**src/rtl/multi_booth_param.sv**
```systemverilog
// Sequential radix-4 Booth multiplier, WIDTH x WIDTH -> 2*WIDTH, signed or unsigned per operation.
// Latency: N_ITER+1 cycles from accept to valid; variable (2..N_ITER+1) with MULTI_EARLY_EXIT_EN defined.
// No backpressure: start edges while busy are dropped, valid is a one-cycle pulse, prodt holds until next result.
module multi_booth_param #(
  parameter int WIDTH = 32
) (
  input  logic               clock,
  input  logic               reset_n,
  input  logic [WIDTH-1:0]   mlier,
  input  logic [WIDTH-1:0]   mcand,
  input  logic               tc,
  input  logic               start,
  output logic [2*WIDTH-1:0] prodt,
  output logic               valid,
  output logic               busy
);

  localparam int N_ITER = WIDTH / 2 + 1;
  localparam int PW     = 2 * WIDTH;
  localparam int MW     = WIDTH + 3;
  localparam int CW     = $clog2(N_ITER + 1);

  typedef enum logic [1:0] {
    IDLE = 2'd0,
    RUN  = 2'd1,
    DONE = 2'd2
  } state_t;

  state_t          state_q;
  logic            start_q;
  logic [MW-1:0]   mreg_q;
  logic [PW-1:0]   mc_q;
  logic [PW-1:0]   acc_q;
  logic [CW-1:0]   cnt_q;
  logic [PW-1:0]   prodt_q;
  logic            valid_q;
  logic            busy_q;

  logic            accept;
  logic            ext_m;
  logic [MW-1:0]   mreg_init;
  logic [PW-1:0]   mc_init;
  logic [PW-1:0]   mc2;
  logic [PW-1:0]   addend;
  logic [PW-1:0]   acc_d;
  logic [PW-1:0]   mc_d;
  logic [MW-1:0]   mreg_d;
  logic            last_digit;
  logic            all_eq;

  // busy_q is still high during the valid cycle, which keeps a new accept out until the cycle after valid.
  assign accept     = start & ~start_q & (state_q == IDLE) & ~busy_q;
  assign ext_m      = tc & mlier[WIDTH-1];
  assign mreg_init  = {ext_m, ext_m, mlier, 1'b0};
  assign mc_init    = {{WIDTH{tc & mcand[WIDTH-1]}}, mcand};
  assign mc2        = {mc_q[PW-2:0], 1'b0};
  assign mc_d       = {mc_q[PW-3:0], 2'b00};
  assign mreg_d     = {{2{mreg_q[MW-1]}}, mreg_q[MW-1:2]};
  assign acc_d      = acc_q + addend;
  assign last_digit = (cnt_q == CW'(N_ITER - 1));

`ifdef MULTI_EARLY_EXIT_EN
  // Once the remaining multiplier bits are all equal every further Booth digit is zero.
  assign all_eq = (&mreg_q) | ~(|mreg_q);
`else
  assign all_eq = 1'b0;
`endif

  // Booth digit decode from the low three bits of the shifting multiplier.
  always_comb begin
    addend = '0;
    case (mreg_q[2:0])
      3'b001, 3'b010: addend = mc_q;
      3'b011:         addend = mc2;
      3'b100:         addend = -mc2;
      3'b101, 3'b110: addend = -mc_q;
      default:        addend = '0;
    endcase
  end

  // Control FSM and datapath registers; all sums wrap modulo 2^(2*WIDTH).
  always_ff @(posedge clock or negedge reset_n) begin
    if (!reset_n) begin
      state_q <= IDLE;
      start_q <= 1'b0;
      mreg_q  <= '0;
      mc_q    <= '0;
      acc_q   <= '0;
      cnt_q   <= '0;
      prodt_q <= '0;
      valid_q <= 1'b0;
      busy_q  <= 1'b0;
    end else begin
      start_q <= start;
      valid_q <= 1'b0;
      case (state_q)
        IDLE: begin
          busy_q <= accept;
          if (accept) begin
            mreg_q  <= mreg_init;
            mc_q    <= mc_init;
            acc_q   <= '0;
            cnt_q   <= '0;
            state_q <= RUN;
          end
        end
        RUN: begin
          if (all_eq) begin
            state_q <= DONE;
          end else begin
            acc_q  <= acc_d;
            mc_q   <= mc_d;
            mreg_q <= mreg_d;
            cnt_q  <= cnt_q + CW'(1);
            if (last_digit) state_q <= DONE;
          end
        end
        DONE: begin
          prodt_q <= acc_q;
          valid_q <= 1'b1;
          state_q <= IDLE;
        end
        default: state_q <= IDLE;
      endcase
    end
  end

  assign prodt = prodt_q;
  assign valid = valid_q;
  assign busy  = busy_q;

endmodule

```
**config.mk**
```make
export PLATFORM = sky130hd
export DESIGN_NAME = multi_booth_param
export DESIGN_NICKNAME = d
export VERILOG_FILES = /design/src/rtl/multi_booth_param.sv
export SDC_FILE = /design/constraint.sdc
export NUM_CORES = 1
export LEC_CHECK = 0
export ABC_CLOCK_PERIOD_IN_PS = 8700
export CAP_MARGIN = 30
export CORE_MARGIN = 2
export CORE_UTILIZATION = 64
export CTS_CLUSTER_SIZE = 25
export DETAILED_ROUTE_END_ITERATION = 8
export PLACE_DENSITY = 0.87
export SLEW_MARGIN = 20
export SYNTH_ARGS = -nofsm -noshare
export SYNTH_HDL_FRONTEND = slang
export SYNTH_SLANG_ARGS = --single-unit
```
**constraint.sdc**
```tcl
create_clock -name clock -period 8.7 [get_ports clock]
set_clock_uncertainty 0.15 [all_clocks]
set_input_delay 0.87 -clock clock [delete_from_list [all_inputs] [get_ports clock]]
set_output_delay 0.87 -clock clock [all_outputs]
set_load 0.01 [all_outputs]
```
==> key figures, run 1 <==
Detailed routing
  • WL/cell: 20.9 µm
  • Initial DRT Pass Iterations: 7
  • Routed Antenna Nets: 0
  • DRC Markers: 0
  • Final wirelength: about 50000 µm
  • Post-DR vias/cell: approximately 6.7
  • Via count: 16000
  • Initial DRC Count: about 1800

Synth
  • Synthesized flop and latch total: 237
  • Most frequent cell after synthesis: nand2_1
  • EDFF count, synth: 0
  • Synthesized area: ~17000 µm²
  • Area contributors post-synth: dfrtp_1 35%, nand2_1 8.1%, ha_1 4.9%, o21ai_0 4.6%, mux2_2 4.4%
  • Most used DFF post-synth: dfrtp_1
  • Largest area contributor in the netlist: dfrtp_1
  • Syn Area/Cell: ~8.3 µm²
  • Synth top cells by count: 362 x nand2_1, 237 x dfrtp_1, 154 x o21ai_0
  • YS warnings: 0
  • Synth Instances: 2027
  • Seq/Total Area, Yosys: 35.4%
  • Mapped Nets: between 2000 and 2500
  • Yosys top cell area share: 35.4%
  • Asr flop ratio synth: 100%
  • Yosys cell types: 81

Global routing
  • First-pass GRT wire length: about 81000 µm
  • Vias in the first global route: 15400
  • Grt total ovfl: 0
  • Initial antenna violation count: 0
  • GRT Overall Usage: 35.6%
  • Largest net degree at the start of global routing: roughly 120

Floorplan
  • Top-Level Pins: 134
  • Core Area: roughly 26000 µm²
  • Placement row count: between 50 and 60
  • DIE AREA: roughly 27000 µm²
  • Die span in x: ~170 µm
  • Initial core utilization: between 60% and 70%
  • Die extent in y: approximately 170 µm

Timing
  • Worst-margin pin slew: just under 1000 ps
  • Fin. Hold Viols: 0
  • Tcrit/Tclk final: between 70% and 80%
  • RSZ-0062 raised after global routing: no
  • Min Clock Period, post-route: approximately 6900 ps
  • Max-slew headroom: about 34%
  • Fin Setup TNS: 0 ps
  • WHS: about 220 ps
  • Max frequency: ~0.15 GHz
  • Final Max Slew Viols: 0
  • Setup-failing EPs final: 0

Critical path
  • Worst EP arrival: 7220 ps
  • Crit path largest cell delay: ~690 ps
  • Startpoint class of the critical path: register
  • Largest delay share family, worst path: simple AND/OR/NAND/NOR gates
  • Crit path capture type: register
  • Crit Path Class: reg -> reg
  • Req. time, crit path: 9040 ps
  • Crit path top cell by count: nand2_1
  • Critical path fanouts, max: 9
  • Crit path buf inv count: 1
  • Worst path slowest cell: or4b_2
  • Crit-path cells: inv_1 -> ha_1 -> nor3b_2 -> nand3_1 -> nor2_1 -> nand2_1 -> or4b_2 -> nand2_1 -> xor2_1 -> o21ai_0 -> ha_1 -> and4_1 -> nor3b_1 -> nand2_1 -> a21oi_1 -> o31ai_1 -> o41ai_1 -> o221ai_1 -> xnor2_1 -> or3_1 -> nand3_1

Clock network
  • Post_cts resized: 0
  • Htree depth: 1
  • # hold bufs at CTS: 0
  • CTS max path bufs: 3
  • Sink Count: 237
  • CTS Root Buffer Type: clkbuf_16
  • Clk slew on worst S/H paths: approximately 70 ps
  • Worst-Skew Late Latency: ~550 ps
  • TritonCTS Buffers: 26
  • Setup Fix Bufs, Post-CTS: 0
  • CTS tree: yes

Placed design
  • Post-Place Cell Area: approximately 18000 µm²
  • Routability congestion estimate: around 1.0
  • HPWL Detailed: between 30000 and 40000 µm
  • I/O Buffers: 133

Min path
  • Hold WC Path Type: in -> async

Cells and area
  • # diodes: 0
  • Share of cells above drive strength 1: about 8.3%
  • Area grow syn2layout: 13.3%
  • Final nets: about 2200
  • Design area: 19000 µm²

Outcome
  • Status: completed

Flow run
  • # Max-Cap Violations: 0
[worst reg2reg max path: stages (launching register included)]
cell      delay, ps
dfrtp_1         440
inv_1           140
ha_1            220
nor3b_2         400
nand3_1         350
nor2_1          380
nand2_1         180
or4b_2          690
nand2_1         110
xor2_1           70
o21ai_0         600
ha_1            420
and4_1          290
nor3b_1         370
nand2_1         120
a21oi_1         490
o31ai_1         260
o41ai_1         370
o221ai_1        210
xnor2_1         170
or3_1           310
nand3_1          80
[final cells by class]
class,instances,area [µm²]
clock inverters,14,214
flip-flops and latches,237,5930
repair buffers,156,1510
well taps,335,419
multi-input cells,1585,10100
fillers,1961,6920
inverters,34,128
clock buffers,34,732
[kinds of logic (layout without fill, tap and decap cells)]
group | Yosys count | in the layout | synth area share, %
DFF | 237 | 237 | 35.4
and+or+nand+nor | 742 | 742 | 21.0
AOI/OAI and AO/OA | 563 | 563 | 21.5
adders and majority gates | 67 | 67 | 5.05
muxes | 81 | 81 | 5.32
buffers and inverters | 205 | 238 | 4.82
xor gates and xnor gates | 132 | 132 | 6.90
[worst paths after layout]
check / from / end / slack (ps) / cells after the start
setup / recovery: mc_q[0]$_DFFE_PN0P_ / acc_q[63]$_DFFE_PN0P_ / 1820 / 21
hold / removal: reset_n / start_q$_DFF_PN0_ / 220 / 1
setup reg to reg: mc_q[0]$_DFFE_PN0P_ / acc_q[63]$_DFFE_PN0P_ / 1820 / 21
hold reg to reg: mreg_q[20]$_DFFE_PN0P_ / mreg_q[20]$_DFFE_PN0P_ / 330 / 2
max in group asynchronous: reset_n / mreg_q[22]$_DFFE_PN0P_ / 6700 / 2
min in group clock: mreg_q[20]$_DFFE_PN0P_ / mreg_q[20]$_DFFE_PN0P_ / 330 / 2
[flip-flops by register name (all words and copies together), names as in the netlist]
name / cells
cnt_q: 5
prodt: 64
busy: 1
mc_q: 64
mreg_q: 35
state_q: 2
valid: 1
acc_q: 64
start_q: 1
[placed cells by master (no fill, tap or decap), types with 58 or more instances in the layout]
| cell type | count |
|---|---|
| a22oi_1 | 79 |
| nor2_1 | 87 |
| xnor2_1 | 74 |
| mux2_2 | 65 |
| nand3_1 | 115 |
| dfrtp_1 | 235 |
| ha_1 | 66 |
| clkdlybuf4s50_1 | 132 |
| a21oi_1 | 119 |
| nand2_1 | 362 |
| xor2_1 | 58 |
| o21ai_0 | 154 |
[metrics by stage]
| step | cells | util (%) | setup WS [ps] |
|---|---|---|---|
| floorplan | 2027 | - | 3280 |
| global placement | 2347 | 69.7 | 2260 |
| detailed placement | 2347 | 69.7 | 2120 |
| CTS | 2395 | 73.3 | 2050 |
| global route | 2395 | 73.3 | 1340 |
| finish | 2395 | 73.3 | 1820 |
[routing by layer]
metal | vias to the layer above | wire, µm | global-route usage [%]
li1 | 7321 | - | -
met1 | 7619 | 20000 | 46.7
met2 | 864 | 23300 | 58.4
met3 | 202 | 4420 | 6.08
met4 | 0 | 2370 | 15.3
met5 | - | 0 | 0
Power of run 1 is left out: the tool's default activity adds up to more than one toggle a clock period on the data nets, which glitch-free logic cannot reach.
==> run 2: changes to the inputs <==
- ABC_CLOCK_PERIOD_IN_PS: 8700 -> 5900
- CORE_UTILIZATION: 64 -> 54
- PLACE_DENSITY: 0.87 -> 0.78
- clock period: 8.7 -> 5.9 ns (I/O delays scaled with it)
==> run 2 against run 1 <==
Net effect:
- critical path depth up 1
- cell area is 3.8% higher
- count of clock-buffer cells in the layout is 2 lower
- routed wire length grew 0.63%
- worst setup slack worse by 1500 ps
- worst hold slack better by 100 ps
- cell count increased by 5.6%
- critical path type unchanged
- first-iteration DRC count decreased by 9.3%
- global-route usage shrank 5.3 points
- highest routed layer unchanged
- largest cell class unchanged
- non-clock buffer count is 70 higher
- register-to-register slack worse by 1500 ps
==> key figures, run 2 (synthesized netlist as in run 1, its figures left out) <==
Outcome
  • Status: completed (unchanged)

Clock network
  • CTS tree: yes (unchanged)
  • Worst-Skew Late Latency: 570 ps (was 550 ps)
  • Clk slew on worst S/H paths: 60 ps (was 70 ps)
  • CTS Root Buffer Type: clkbuf_16 (unchanged)
  • Htree depth: 1 (unchanged)
  • CTS max path bufs: 3 (unchanged)
  • Setup Fix Bufs, Post-CTS: 0 (unchanged)
  • TritonCTS Buffers: 27 (was 26)
  • Sink Count: 237 (unchanged)

Timing
  • Worst-margin pin slew: 961 ps (was 985 ps)
  • Tcrit/Tclk final: 94.8% (was 79.1%)
  • RSZ-0062 raised after global routing: no (unchanged)
  • Fin Setup TNS: 0 ps (unchanged)
  • Final Max Slew Viols: 0 (unchanged)
  • Max-slew headroom: 36.0% (was 34.4%)
  • Max frequency: 0.179 GHz (was 0.145 GHz)
  • Fin. Hold Viols: 0 (unchanged)
  • Setup-failing EPs final: 0 (unchanged)
  • Min Clock Period, post-route: 5590 ps (was 6880 ps)

Cells and area
  • Commonest non-fill, non-tap cell in the layout: nand2_1 (unchanged)
  • Final nets: 2246 (was 2175)
  • Share of cells above drive strength 1: 12.1% (was 8.35%)
  • Area grow syn2layout: 17.6% (was 13.3%)
  • Design area: 19700 µm² (was 19000 µm²)
  • Most frequent cells in the layout: 362 x nand2_1, 235 x dfrtp_1, 151 x o21ai_0 (was 362 x nand2_1, 235 x dfrtp_1, 154 x o21ai_0)
  • Final core area utilization: 64.5% (was 73.3%)
  • # diodes: 0 (unchanged)

Min path
  • Hold Path Sink: mreg_q[19]$_DFFE_PN0P_
  • Hold depth: 2
  • Hold WC Path Type: reg -> reg (was in -> async)
  • Hold Crit Start: mreg_q[19]$_DFFE_PN0P_

Pwr
  • Logic pwr share: ~66%
  • P_leak: 0.00832 µW
  • Switching power: 7120 µW
  • Clock share of power: ~13%
  • Sw Ratio: 49.2%
  • PD cells: 734 nW/µm²
  • Internal Power: 7360 µW
  • Tot Pwr: around 14000 µW
  • Reg power frac: a little over a fifth
  • Worst VDD drop: around 0.55 mV

Critical path
  • Worst EP arrival: 5910 ps (was 7220 ps)
  • RR Startpoint: mc_q[0]$_DFFE_PN0P_ (unchanged)
  • Worst path slowest cell: or4b_2 (unchanged)
  • Largest delay share family, worst path: compound AO/OA/AOI/OAI gates (was simple AND/OR/NAND/NOR gates)
  • Crit path top cell by count: o21ai_0 (was nand2_1)
  • Req. time, crit path: 6220 ps (was 9040 ps)
  • Crit Path Class: reg -> reg (unchanged)
  • Crit-path cells: inv_1 -> ha_1 -> nor3b_2 -> nand3_1 -> buf_4 -> nor2_1 -> nand2_1 -> or4b_2 -> xnor2_1 -> o22ai_1 -> ha_1 -> buf_4 -> and4_1 -> nor3b_1 -> a22oi_1 -> o211ai_1 -> o31ai_2 -> o21ai_0 -> a21oi_1 -> o21ai_0 -> xnor2_1 -> o21ai_0 (was inv_1 -> ha_1 -> nor3b_2 -> nand3_1 -> nor2_1 -> nand2_1 -> or4b_2 -> nand2_1 -> xor2_1 -> o21ai_0 -> ha_1 -> and4_1 -> nor3b_1 -> nand2_1 -> a21oi_1 -> o31ai_1 -> o41ai_1 -> o221ai_1 -> xnor2_1 -> or3_1 -> nand3_1)
  • Critical path fanouts, max: 9 (unchanged)
  • CP Launch Point: mc_q[0]$_DFFE_PN0P_ (unchanged)
  • Crit path largest cell delay: 690 ps (about the same)
  • Reg2reg end: acc_q[59]$_DFFE_PN0P_ (was acc_q[63]$_DFFE_PN0P_)
  • Crit path capture type: register (unchanged)
  • Setup slack, reg-to-reg: 310 ps (was 1820 ps)
  • Crit path buf inv count: 3 (was 1)
  • Reg2Reg Depth: 22 (was 21)
  • Startpoint class of the critical path: register (unchanged)

Global routing
  • Initial antenna violation count: 0 (unchanged)
  • First-pass GRT wire length: 80700 µm (was 80800 µm)
  • Largest net degree at the start of global routing: 122 (was 119)
  • Grt total ovfl: 0 (unchanged)
  • Vias in the first global route: 15100 (was 15400)
  • GRT Overall Usage: 30.3% (was 35.6%)

Placed design
  • HPWL Detailed: 36400 µm (was 35100 µm)
  • I/O Buffers: 133 (unchanged)
  • Post-Place Cell Area: 18700 µm² (was 18000 µm²)
  • Routability congestion estimate: 0.959 (was 1.01)

Detailed routing
  • Final wirelength: 50400 µm (was 50100 µm)
  • DRC Markers: 0 (unchanged)
  • Via count: 16000 (about the same)
  • Initial DRT Pass Iterations: 8 (was 7)
  • Initial DRC Count: 1664 (was 1834)
  • Routed Antenna Nets: 0 (unchanged)
  • Post-DR vias/cell: 6.34 (was 6.68)
  • WL/cell: 19.9 µm (was 20.9 µm)

Flow run
  • # Max-Cap Violations: 0 (unchanged)

Floorplan
  • Die span in x: 180 µm (was 166 µm)
  • Core Area: 30600 µm² (was 25900 µm²)
  • Placement row count: 64 (was 59)
  • Initial core utilization: 54.8% (was 64.7%)
  • DIE AREA: 32500 µm² (was 27500 µm²)
  • Top-Level Pins: 134 (unchanged)
  • Die extent in y: 180 µm (was 166 µm)
-- run 2: worst max path at each step --
stage | cells past startpoint | end | slack [ps]
finish | 22 | acc_q[59]$_DFFE_PN0P_ | 310
global route | 22 | acc_q[59]$_DFFE_PN0P_ | 10
CTS | 23 | acc_q[60]$_DFFE_PN0P_ | 140
global placement | 25 | acc_q[60]$_DFFE_PN0P_ | 300
floorplan | 23 | acc_q[59]$_DFFE_PN0P_ | 480
detailed placement | 23 | acc_q[60]$_DFFE_PN0P_ | 160
-- run 2: power by group through the flow --
stage / clock [µW] / combinational (µW) / sequential (µW)
2_1_floorplan: 0 / 6730 / 2740
3_3_place_gp: 0 / 9100 / 3080
3_5_place_dp: 0 / 9270 / 3120
4_1_cts: 1860 / 9320 / 3090
5_1_grt: 1930 / 10500 / 3210
6_report: 1840 / 9530 / 3110
-- run 2: cell type report --
cell class	instances	area, µm²
Multi-Input combinational cell	1585	10100
Timing Repair Buffer	226	2050
Clock buffer	32	704
Clock inverter	18	258
Inverter	34	128
Fill cell	2535	10900
Sequential cell	237	5930
Tap cell	396	495
-- run 2: stage by stage --
stage | hold slack [ps] | worst slack, ps | std cells
2_1_floorplan | 144 | 475 | 2027
5_1_grt | 343 | 14.6 | 2528
3_3_place_gp | 309 | 296 | 2477
4_1_cts | 328 | 137 | 2528
3_5_place_dp | 313 | 159 | 2477
6_report | 328 | 307 | 2528
-- run 2: worst register-to-register path, stage by stage, from the launching register on --
cell and delay [ps]:
dfrtp_1 420, inv_1 150, ha_1 200, nor3b_2 220
nand3_1 100, buf_4 200, nor2_1 150, nand2_1 140
or4b_2 690, xnor2_1 150, o22ai_1 360, ha_1 410
buf_4 190, and4_1 220, nor3b_1 170, a22oi_1 140
o211ai_1 210, o31ai_2 390, o21ai_0 200, a21oi_1 250
o21ai_0 120, xnor2_1 140, o21ai_0 150
-- run 2: per-layer routing --
metal	up-vias	GRT usage, %	share of wire, %
met5	-	0	0
met4	0	10.7	3.7
met3	145	5.34	8.5
met2	733	49.3	46
met1	7691	40.7	41
li1	7459	-	-
-- run 2: repair_timing --
action | in CTS | in global routing
endpoints found under the setup margin | 0 | 13
hold buffers | 1 | 0
resized for setup | 0 | 20
endpoints found under the hold margin | 64 | 0
No activity file was read; power rests on OpenSTA's default activity.
